==> config.mk <==
export PLATFORM = sky130hd
export DESIGN_NAME = parity_serial_tx
export DESIGN_NICKNAME = d
export VERILOG_FILES = /design/src/rtl/parity_serial_pkg.sv /design/src/rtl/parity_serial_bit_timer.sv /design/src/rtl/parity_serial_tx.sv
export SDC_FILE = /design/constraint.sdc
export NUM_CORES = 1
export LEC_CHECK = 0
export CORE_MARGIN = 3
export CORE_UTILIZATION = 50
export CTS_CLUSTER_DIAMETER = 50
export DETAILED_ROUTE_END_ITERATION = 10
export GPL_TIMING_DRIVEN = 1
export PLACE_DENSITY = 0.73
export SLEW_MARGIN = 30
export SYNTH_ARGS = -nofsm -noshare
export SYNTH_HDL_FRONTEND = slang
export SYNTH_HIERARCHICAL = 1
export SYNTH_SLANG_ARGS = --single-unit
==> constraint.sdc <==
create_clock -name clk -period 3.7 [get_ports clk]
set_input_delay 0.555 -clock clk [delete_from_list [all_inputs] [get_ports clk]]
set_output_delay 0.555 -clock clk [all_outputs]
set_load 0.05 [all_outputs]
==> src/rtl/parity_serial_pkg.sv <==
// ============================================================================
// Module  : parity_serial_pkg
// Brief   : Shared encodings and helpers for the parity-framed serial transmitter.
//           Honours macro PARITY_SERIAL_TX_PARITY_EN (parity bit in frame).
// Revision: 1.0 - initial release
// ============================================================================
`default_nettype none

package parity_serial_pkg;

  localparam logic [2:0] S_IDLE   = 3'd0;
  localparam logic [2:0] S_START  = 3'd1;
  localparam logic [2:0] S_DATA   = 3'd2;
  localparam logic [2:0] S_PARITY = 3'd3;
  localparam logic [2:0] S_STOP   = 3'd4;

  localparam logic TX_IDLE_LEVEL = 1'b1;

`ifdef PARITY_SERIAL_TX_PARITY_EN
  localparam bit PARITY_EN = 1'b1;
`else
  localparam bit PARITY_EN = 1'b0;
`endif

  typedef enum logic [2:0] {
    ST_IDLE   = S_IDLE,
    ST_START  = S_START,
    ST_DATA   = S_DATA,
    ST_PARITY = S_PARITY,
    ST_STOP   = S_STOP
  } state_t;

  // Serial bit periods per frame: start + data + (parity) + stop.
  function automatic int frame_bits(input int data_w);
    return PARITY_EN ? data_w + 3 : data_w + 2;
  endfunction

endpackage

`default_nettype wire

==> src/rtl/parity_serial_bit_timer.sv <==
// ============================================================================
// Module  : parity_serial_bit_timer
// Brief   : Counts CLKS_PER_BIT cycles per serial bit; bit_end marks the last one.
// Revision: 1.0 - initial release
// ============================================================================
`default_nettype none

module parity_serial_bit_timer #(
  parameter int CLKS_PER_BIT = 4
) (
  input  logic clk,
  input  logic rst_n,
  input  logic clear,
  output logic bit_end
);

  generate
    if (CLKS_PER_BIT == 1) begin : g_single
      // Every cycle is a full bit time; the counter collapses away.
      assign bit_end = 1'b1;
    end else begin : g_count
      localparam int CW = $clog2(CLKS_PER_BIT);
      localparam logic [CW-1:0] LAST = CW'(CLKS_PER_BIT - 1);

      logic [CW-1:0] cnt;

      always_ff @(posedge clk or negedge rst_n) begin
        if (!rst_n) begin
          cnt <= '0;
        end else if (clear || cnt == LAST) begin
          cnt <= '0;
        end else begin
          cnt <= cnt + 1'b1;
        end
      end

      assign bit_end = (cnt == LAST);
    end
  endgenerate

endmodule

`default_nettype wire

==> src/rtl/parity_serial_tx.sv <==
// ============================================================================
// Module  : parity_serial_tx
// Brief   : LSB-first serial transmitter: start(0), data, parity, stop(1).
//           Parity bit present only when PARITY_SERIAL_TX_PARITY_EN is defined.
// Revision: 1.0 - initial release
// ============================================================================
`default_nettype none

module parity_serial_tx
  import parity_serial_pkg::*;
#(
  parameter int DATA_W       = 6,
  parameter int CLKS_PER_BIT = 4,
  parameter int ODD_PARITY   = 0
) (
  input  logic              clk,
  input  logic              rst_n,
  input  logic [DATA_W-1:0] data_in,
  input  logic              load,
  output logic              tx,
  output logic              busy,
  output logic              done
);

  localparam int IDX_W = $clog2(DATA_W + 1);
  localparam logic [IDX_W-1:0] LAST_IDX = IDX_W'(DATA_W - 1);

  state_t            state;
  logic [DATA_W-1:0] shift;
  logic              parity;
  logic [IDX_W-1:0]  bit_idx;
  logic              bit_end;
  logic              timer_clear;

  // Holding the timer in IDLE aligns every bit period to the accepting edge.
  assign timer_clear = (state == ST_IDLE);

  parity_serial_bit_timer #(
    .CLKS_PER_BIT (CLKS_PER_BIT)
  ) u_bit_timer (
    .clk     (clk),
    .rst_n   (rst_n),
    .clear   (timer_clear),
    .bit_end (bit_end)
  );

  always_ff @(posedge clk or negedge rst_n) begin
    if (!rst_n) begin
      state   <= ST_IDLE;
      shift   <= '0;
      parity  <= 1'b0;
      bit_idx <= '0;
      tx      <= TX_IDLE_LEVEL;
      busy    <= 1'b0;
      done    <= 1'b0;
    end else begin
      done <= 1'b0;
      case (state)
        ST_IDLE: begin
          if (load) begin
            shift   <= data_in;
            parity  <= (^data_in) ^ (ODD_PARITY != 0);
            bit_idx <= '0;
            tx      <= ~TX_IDLE_LEVEL;
            busy    <= 1'b1;
            state   <= ST_START;
          end
        end
        ST_START: begin
          if (bit_end) begin
            tx    <= shift[0];
            shift <= shift >> 1;
            state <= ST_DATA;
          end
        end
        ST_DATA: begin
          if (bit_end) begin
            if (bit_idx == LAST_IDX) begin
              if (PARITY_EN) begin
                tx    <= parity;
                state <= ST_PARITY;
              end else begin
                tx    <= TX_IDLE_LEVEL;
                state <= ST_STOP;
              end
            end else begin
              bit_idx <= bit_idx + 1'b1;
              tx      <= shift[0];
              shift   <= shift >> 1;
            end
          end
        end
        ST_PARITY: begin
          if (bit_end) begin
            tx    <= TX_IDLE_LEVEL;
            state <= ST_STOP;
          end
        end
        ST_STOP: begin
          if (bit_end) begin
            busy  <= 1'b0;
            done  <= 1'b1;
            state <= ST_IDLE;
          end
        end
        default: begin
          tx    <= TX_IDLE_LEVEL;
          busy  <= 1'b0;
          state <= ST_IDLE;
        end
      endcase
    end
  end

endmodule

`default_nettype wire

* Yosys cells after proc, flatten, opt, wreduce, memory -nomap -nowiden
Index checks and enable logic that the tools add are counted.
Operators by class: muxes and demuxes 28, equal/unequal tests 13, reduce and logical (&&, ||, !) cells 10, bitwise operators 2, add/subtract/negate cells 2
Operator list (number):
- 3-bit two-way mux | 9
- 6-bit two-way mux | 4
- 6-bit one-hot mux with 3 select lines | 1
- 3-bit one-hot mux with 5 select lines | 1
- 2-bit inequality test, second input constant | 7
- 5-bit AND reduction | 2
- 1-bit two-way mux | 9
- 3-bit by 2-bit equality test with 1-bit output, second input constant | 2
- 3-bit equality test, second input constant | 2
- 3-bit one-hot mux with 2 select lines | 1
- 6-bit AND reduction | 1
- 1-bit one-hot mux with 5 select lines | 1
- 4-bit AND reduction | 1
- 3-bit by 1-bit adder with 3-bit output, second input constant | 1
- 3-bit by 1-bit equality test with 1-bit output, second input constant | 1
- 3-bit logical NOT | 1
- 1-bit one-hot mux with 3 select lines | 1
- 3-bit AND reduction | 1
- 3-bit nonzero test | 1
- 3-bit OR reduction | 1
- 2-bit by 1-bit adder with 2-bit output, second input constant | 1
- 2-bit equality test, second input constant | 1
- 2-bit two-way mux | 1
- 1-bit inverter | 2
- other kinds (2) | 2
Word-level totals: word-level logic and storage cells 62, input port bits 9, register bits after elaboration 17, output and inout port bits 3

* Depth between registers and ports, before layout
depth after elaboration 4, gate-level depth with buffers 7, mapped depth without buffers 6

* Cells and area by module
The synthesis kept the hierarchy.
By module, submodules not included:
- parity_serial_tx | sequential area each 376.6 sq um, area each 888.4 sq um, instances 1, cells an instance 97
- parity_serial_bit_timer | sequential area each 50.0 sq um, area each 85.1 sq um, instances 1, cells an instance 5

* Least setup slack after synthesis
OpenSTA, ideal clock, no wires.
kind reg-to-reg, start register bit_idx[0], end register shift[1], clock period less this slack 1581 ps, data required time 3635 ps, buffers on the path 1, data arrival time 1516 ps, setup slack 2119 ps, stages on the path, launching flop included 7, library setup time 65 ps, path through dfrtp_1 ha_1 and2_4 buf_6 or3_1 nand3_2 o221a_2
Between the ends: longest elaborated chain between the ends 3
RTL lines:
- from (decl) | RTL line parity_serial_tx.sv:31 | logic [IDX_W-1:0] bit_idx;
- from (signal assigned) | RTL line parity_serial_tx.sv:87 | bit_idx <= bit_idx + 1'b1;
- 3-bit equality test | RTL line parity_serial_tx.sv:78 | if (bit_idx == LAST_IDX) begin
- 2-bit inequality test (no line)
- 5-bit AND reduction (no line)
- to (signal assigned) | RTL line parity_serial_tx.sv:61 | shift <= data_in;
- to (signal assigned) | RTL line parity_serial_tx.sv:72 | shift <= shift >> 1;
- to (signal assigned) | RTL line parity_serial_tx.sv:89 | shift <= shift >> 1;
- to (decl) | RTL line parity_serial_tx.sv:29 | logic [DATA_W-1:0] shift;
Every way passes these cells. A chain may end at the register's enable or synchronous reset.

* Worst setup path after layout
start register tx, end output tx
RTL lines:
- from (decl) | RTL line parity_serial_tx.sv:20 | output logic tx,
- from (signal assigned) | RTL line parity_serial_tx.sv:64 | tx <= ~TX_IDLE_LEVEL;
- from (signal assigned) | RTL line parity_serial_tx.sv:71 | tx <= shift[0];
- from (signal assigned) | RTL line parity_serial_tx.sv:80 | tx <= parity;
No word-level cell between the ends.

==> impl_metrics.csv <==
group,metric,value,unit
yosys,synthDistinctLibCells,34,
timing,slew_headroom,48.28,%
clocking,htree_levels,1,
timing,rsz0062_at_grt,"false",
cells_and_area,areaGrowthSynthToFinish,13.75,%
floorplanning,start_util,54.60,%
global_routing,grt_max_degree,26,
critical_path,cp_num_buf_inv,1,
clocking,clk_pin_slew,0.10,ns
global_routing,grt-ovfl-total,0,
clocking,post_cts_buffers,0,
critical_path,end_kind,"output port",
global_routing,grt_pass1_vias,786,
floorplanning,fp.dieH,50.13,um
placement,port_buffers,11,
power,peakVddDrop,380.4,uV
cells_and_area,drive_gt1_share,11.71,%
critical_path,cp.required,3.14,ns
yosys,syn_area,973.4,um^2
power,powerDensity,745.0,mW/mm^2
cells_and_area,n_antenna_cell,0,
power,leakagePower,0.4605,nW
clocking,cts_buffers,3,
timing,fin_skew,0.0006134,ns
clocking,clkSinkCount,17,
flow_run,cap_violations,0,
status,outcome,"finished clean",
clocking,holdBufCountCts,0,
placement,gp_congestion,0.8183,
yosys,ys_ff_latch,17,
critical_path,startpoint_type,"flip-flop",
critical_path,cp.arrival,1.63,ns
floorplanning,fp.dieW,50.13,um
clocking,tritoncts,"built",
yosys,synth_cells,102,
clocking,postCtsResizedCells,0,
critical_path,r2r_setup_slack,1.82,ns
floorplanning,num_rows,15,
floorplanning,fp.dieArea,0.002513,mm^2
global_routing,grt.total_usage,18.92,%
yosys,postSynthAreaPerCell,9.543,um^2
clocking,clk_latency,0.29,ns
timing,worst_pin_slew,0.7733,ns
timing,finalHoldViolCount,0,
yosys,ys_seq_area_share,43.83,%
power,p_total,0.8250,mW
critical_path,crit_slowest_cell,"clkdlybuf4s50_1",
floorplanning,io_pins,12,
timing,maxSlewViolCount,0,
global_routing,grt_pass1_wl,3539,um
drt,dr.first_iter.drc_count,7,
timing,tns,0,ns
clocking,clockRootBuffer,"clkbuf_4",
drt,wl_per_cell,14.21,um
critical_path,cpLargestDelayFamily,"buffers and inverters",
timing,fmax,458.4,MHz
yosys,syn_nets,114,
global_routing,antenna_found_initial,0,
timing,setup_viol,0,
clocking,cts.path.max_buffers,2,
drt,num_vias,794,
worst_hold_path,holdCritPathClass,"reg -> reg",
timing,fin_crit,2.182,ns
drt,vias_per_cell,5.838,
drt,drcViolationCount,0,
critical_path,crit_fanout,2,
timing,timing.final.crit_share,58.96,%
placement,hpwlAfterDp,1306,um
critical_path,critPathMaxStageDelay,0.79,ns
yosys,yosysWarnings,6,
cells_and_area,final_nets,124,
drt,drt_pass1_iterations,6,
floorplanning,core_area,0.001783,mm^2
drt,drt_wl_total,1933,um
critical_path,crit_type,"reg -> out",
critical_path,path_cells,"clkdlybuf4s50_1",
drt,ant_nets,0,
[layout by cell type, fill, tap and decap left out]
master / netlist / routed
dfrtp_1: 16 / 16
nor2_1: 12 / 12
a21oi_1: 11 / 11
clkdlybuf4s50_1: 0 / 11
nand2_1: 6 / 6
nand3b_1: 5 / 5
nor2b_1: 5 / 5
o21ai_0: 4 / 4
inv_1: 3 / 3
nand3_1: 3 / 3
o221a_2: 3 / 3
ha_1: 3 / 3
clkbuf_4: 0 / 3
nor3_1: 2 / 2
nand2b_1: 2 / 2
a21bo_2: 2 / 2
mux2i_1: 2 / 2
o221a_1: 2 / 2
and3_1: 1 / 1
and2_4: 1 / 1
or3_1: 1 / 1
nand3_2: 1 / 1
a211o_1: 1 / 1
o31ai_1: 1 / 1
a22o_1: 1 / 1
a211oi_1: 1 / 1
o32ai_1: 1 / 1
o2111ai_1: 1 / 1
o22ai_1: 1 / 1
a2bb2oi_1: 1 / 1
clkbuf_1: 2 / 1
dfstp_2: 1 / 1
nor3_2: 1 / 1
nor3b_2: 1 / 1
[per-stage QoR]
step / hold WS (ns) / setup WS [ns] / utilization, % / cells / cell area (um^2)
floorplan: 0.2594 / 2.119 / - / 102 / 973.4
CTS: 0.4658 / 1.506 / 62.11 / 136 / 1107
detailed placement: 0.4475 / 1.657 / 60.63 / 132 / 1081
finish: 0.4610 / 1.518 / 62.11 / 136 / 1107
global placement: 0.4413 / 1.687 / 60.63 / 132 / 1081
global route: 0.4889 / 1.482 / 62.11 / 136 / 1107
[Yosys cell counts]
| cell | number | area (um^2) |
|---|---|---|
| dfrtp_1 | 16 | 400.4 |
| nor2b_1 | 5 | 31.28 |
| nand3b_1 | 5 | 37.54 |
| buf_2 | 3 | 15.01 |
| a22o_1 | 1 | 8.760 |
| nand3_1 | 3 | 15.01 |
| and2_4 | 1 | 8.760 |
| a21oi_1 | 11 | 55.05 |
| o32ai_1 | 1 | 8.760 |
| a211oi_1 | 1 | 7.510 |
| inv_1 | 3 | 11.26 |
| a211o_1 | 1 | 8.760 |
| a2bb2oi_1 | 1 | 8.760 |
| dfstp_2 | 1 | 26.28 |
| and3_1 | 1 | 6.260 |
| o221a_2 | 3 | 33.78 |
| ha_1 | 3 | 37.54 |
| o2111ai_1 | 1 | 8.760 |
| nor3_1 | 2 | 10.01 |
| a21bo_2 | 2 | 20.02 |
| o221a_1 | 2 | 22.52 |
| nand2_1 | 6 | 22.52 |
| o22ai_1 | 1 | 6.260 |
| o31ai_1 | 1 | 7.510 |
| clkbuf_1 | 2 | 7.510 |
| nor2_1 | 12 | 45.04 |
| buf_6 | 1 | 11.26 |
| nand3_2 | 1 | 10.01 |
| nor3b_2 | 1 | 12.51 |
| o21ai_0 | 4 | 20.02 |
| nor3_2 | 1 | 10.01 |
| mux2i_1 | 2 | 20.02 |
| or3_1 | 1 | 6.260 |
| nand2b_1 | 2 | 12.51 |
[layout make-up]
class                   instances  area, um^2
multi-input cells              76       501.7
flip-flops and latches         17       426.7
fillers                       159       675.6
inverters                       3       11.26
well taps                      25       31.28
repair buffers                 11       110.1
clock buffers                   4       26.28
[where the power goes]
group          internal, mW  switching, mW
logic                 0.177          0.190
clock network        0.0420         0.0594
registers             0.264         0.0931
[metal layers]
metal	GRT usage (%)	wire [um]
met5	0	0
met4	12.44	71
met3	5.136	84
met2	28.48	878
met1	23.43	900
[sequential cells by signal (all words and copies together) (netlist names)]
name                     cells
tx                           1
shift                        6
busy                         1
u_bit_timer/g_count.cnt      2
bit_idx                      3
state                        3
done                         1
[path summary, 6_finish.rpt]
path,startpoint,end,depth (start not counted)
setup reg to reg,u_bit_timer/g_count.cnt[0],bit_idx[0],5
hold reg to reg,u_bit_timer/g_count.cnt[0],u_bit_timer/g_count.cnt[0],1
min in group asynchronous,rst_n,shift[4],1
setup / recovery,tx,tx,1
max in group asynchronous,rst_n,bit_idx[2],1
hold / removal,u_bit_timer/g_count.cnt[0],u_bit_timer/g_count.cnt[0],1
[kinds of logic after synthesis]
kind of cell / share of synthesized area [%]
AND/OR/NAND/NOR: 23.39
AO/OA/AOI/OAI: 22.24
flip-flops: 43.83
buffers and inverters: 4.627
adder cells (fa/ha/maj): 3.856
multiplexers: 2.057
(Power assumes the default switching activity.)
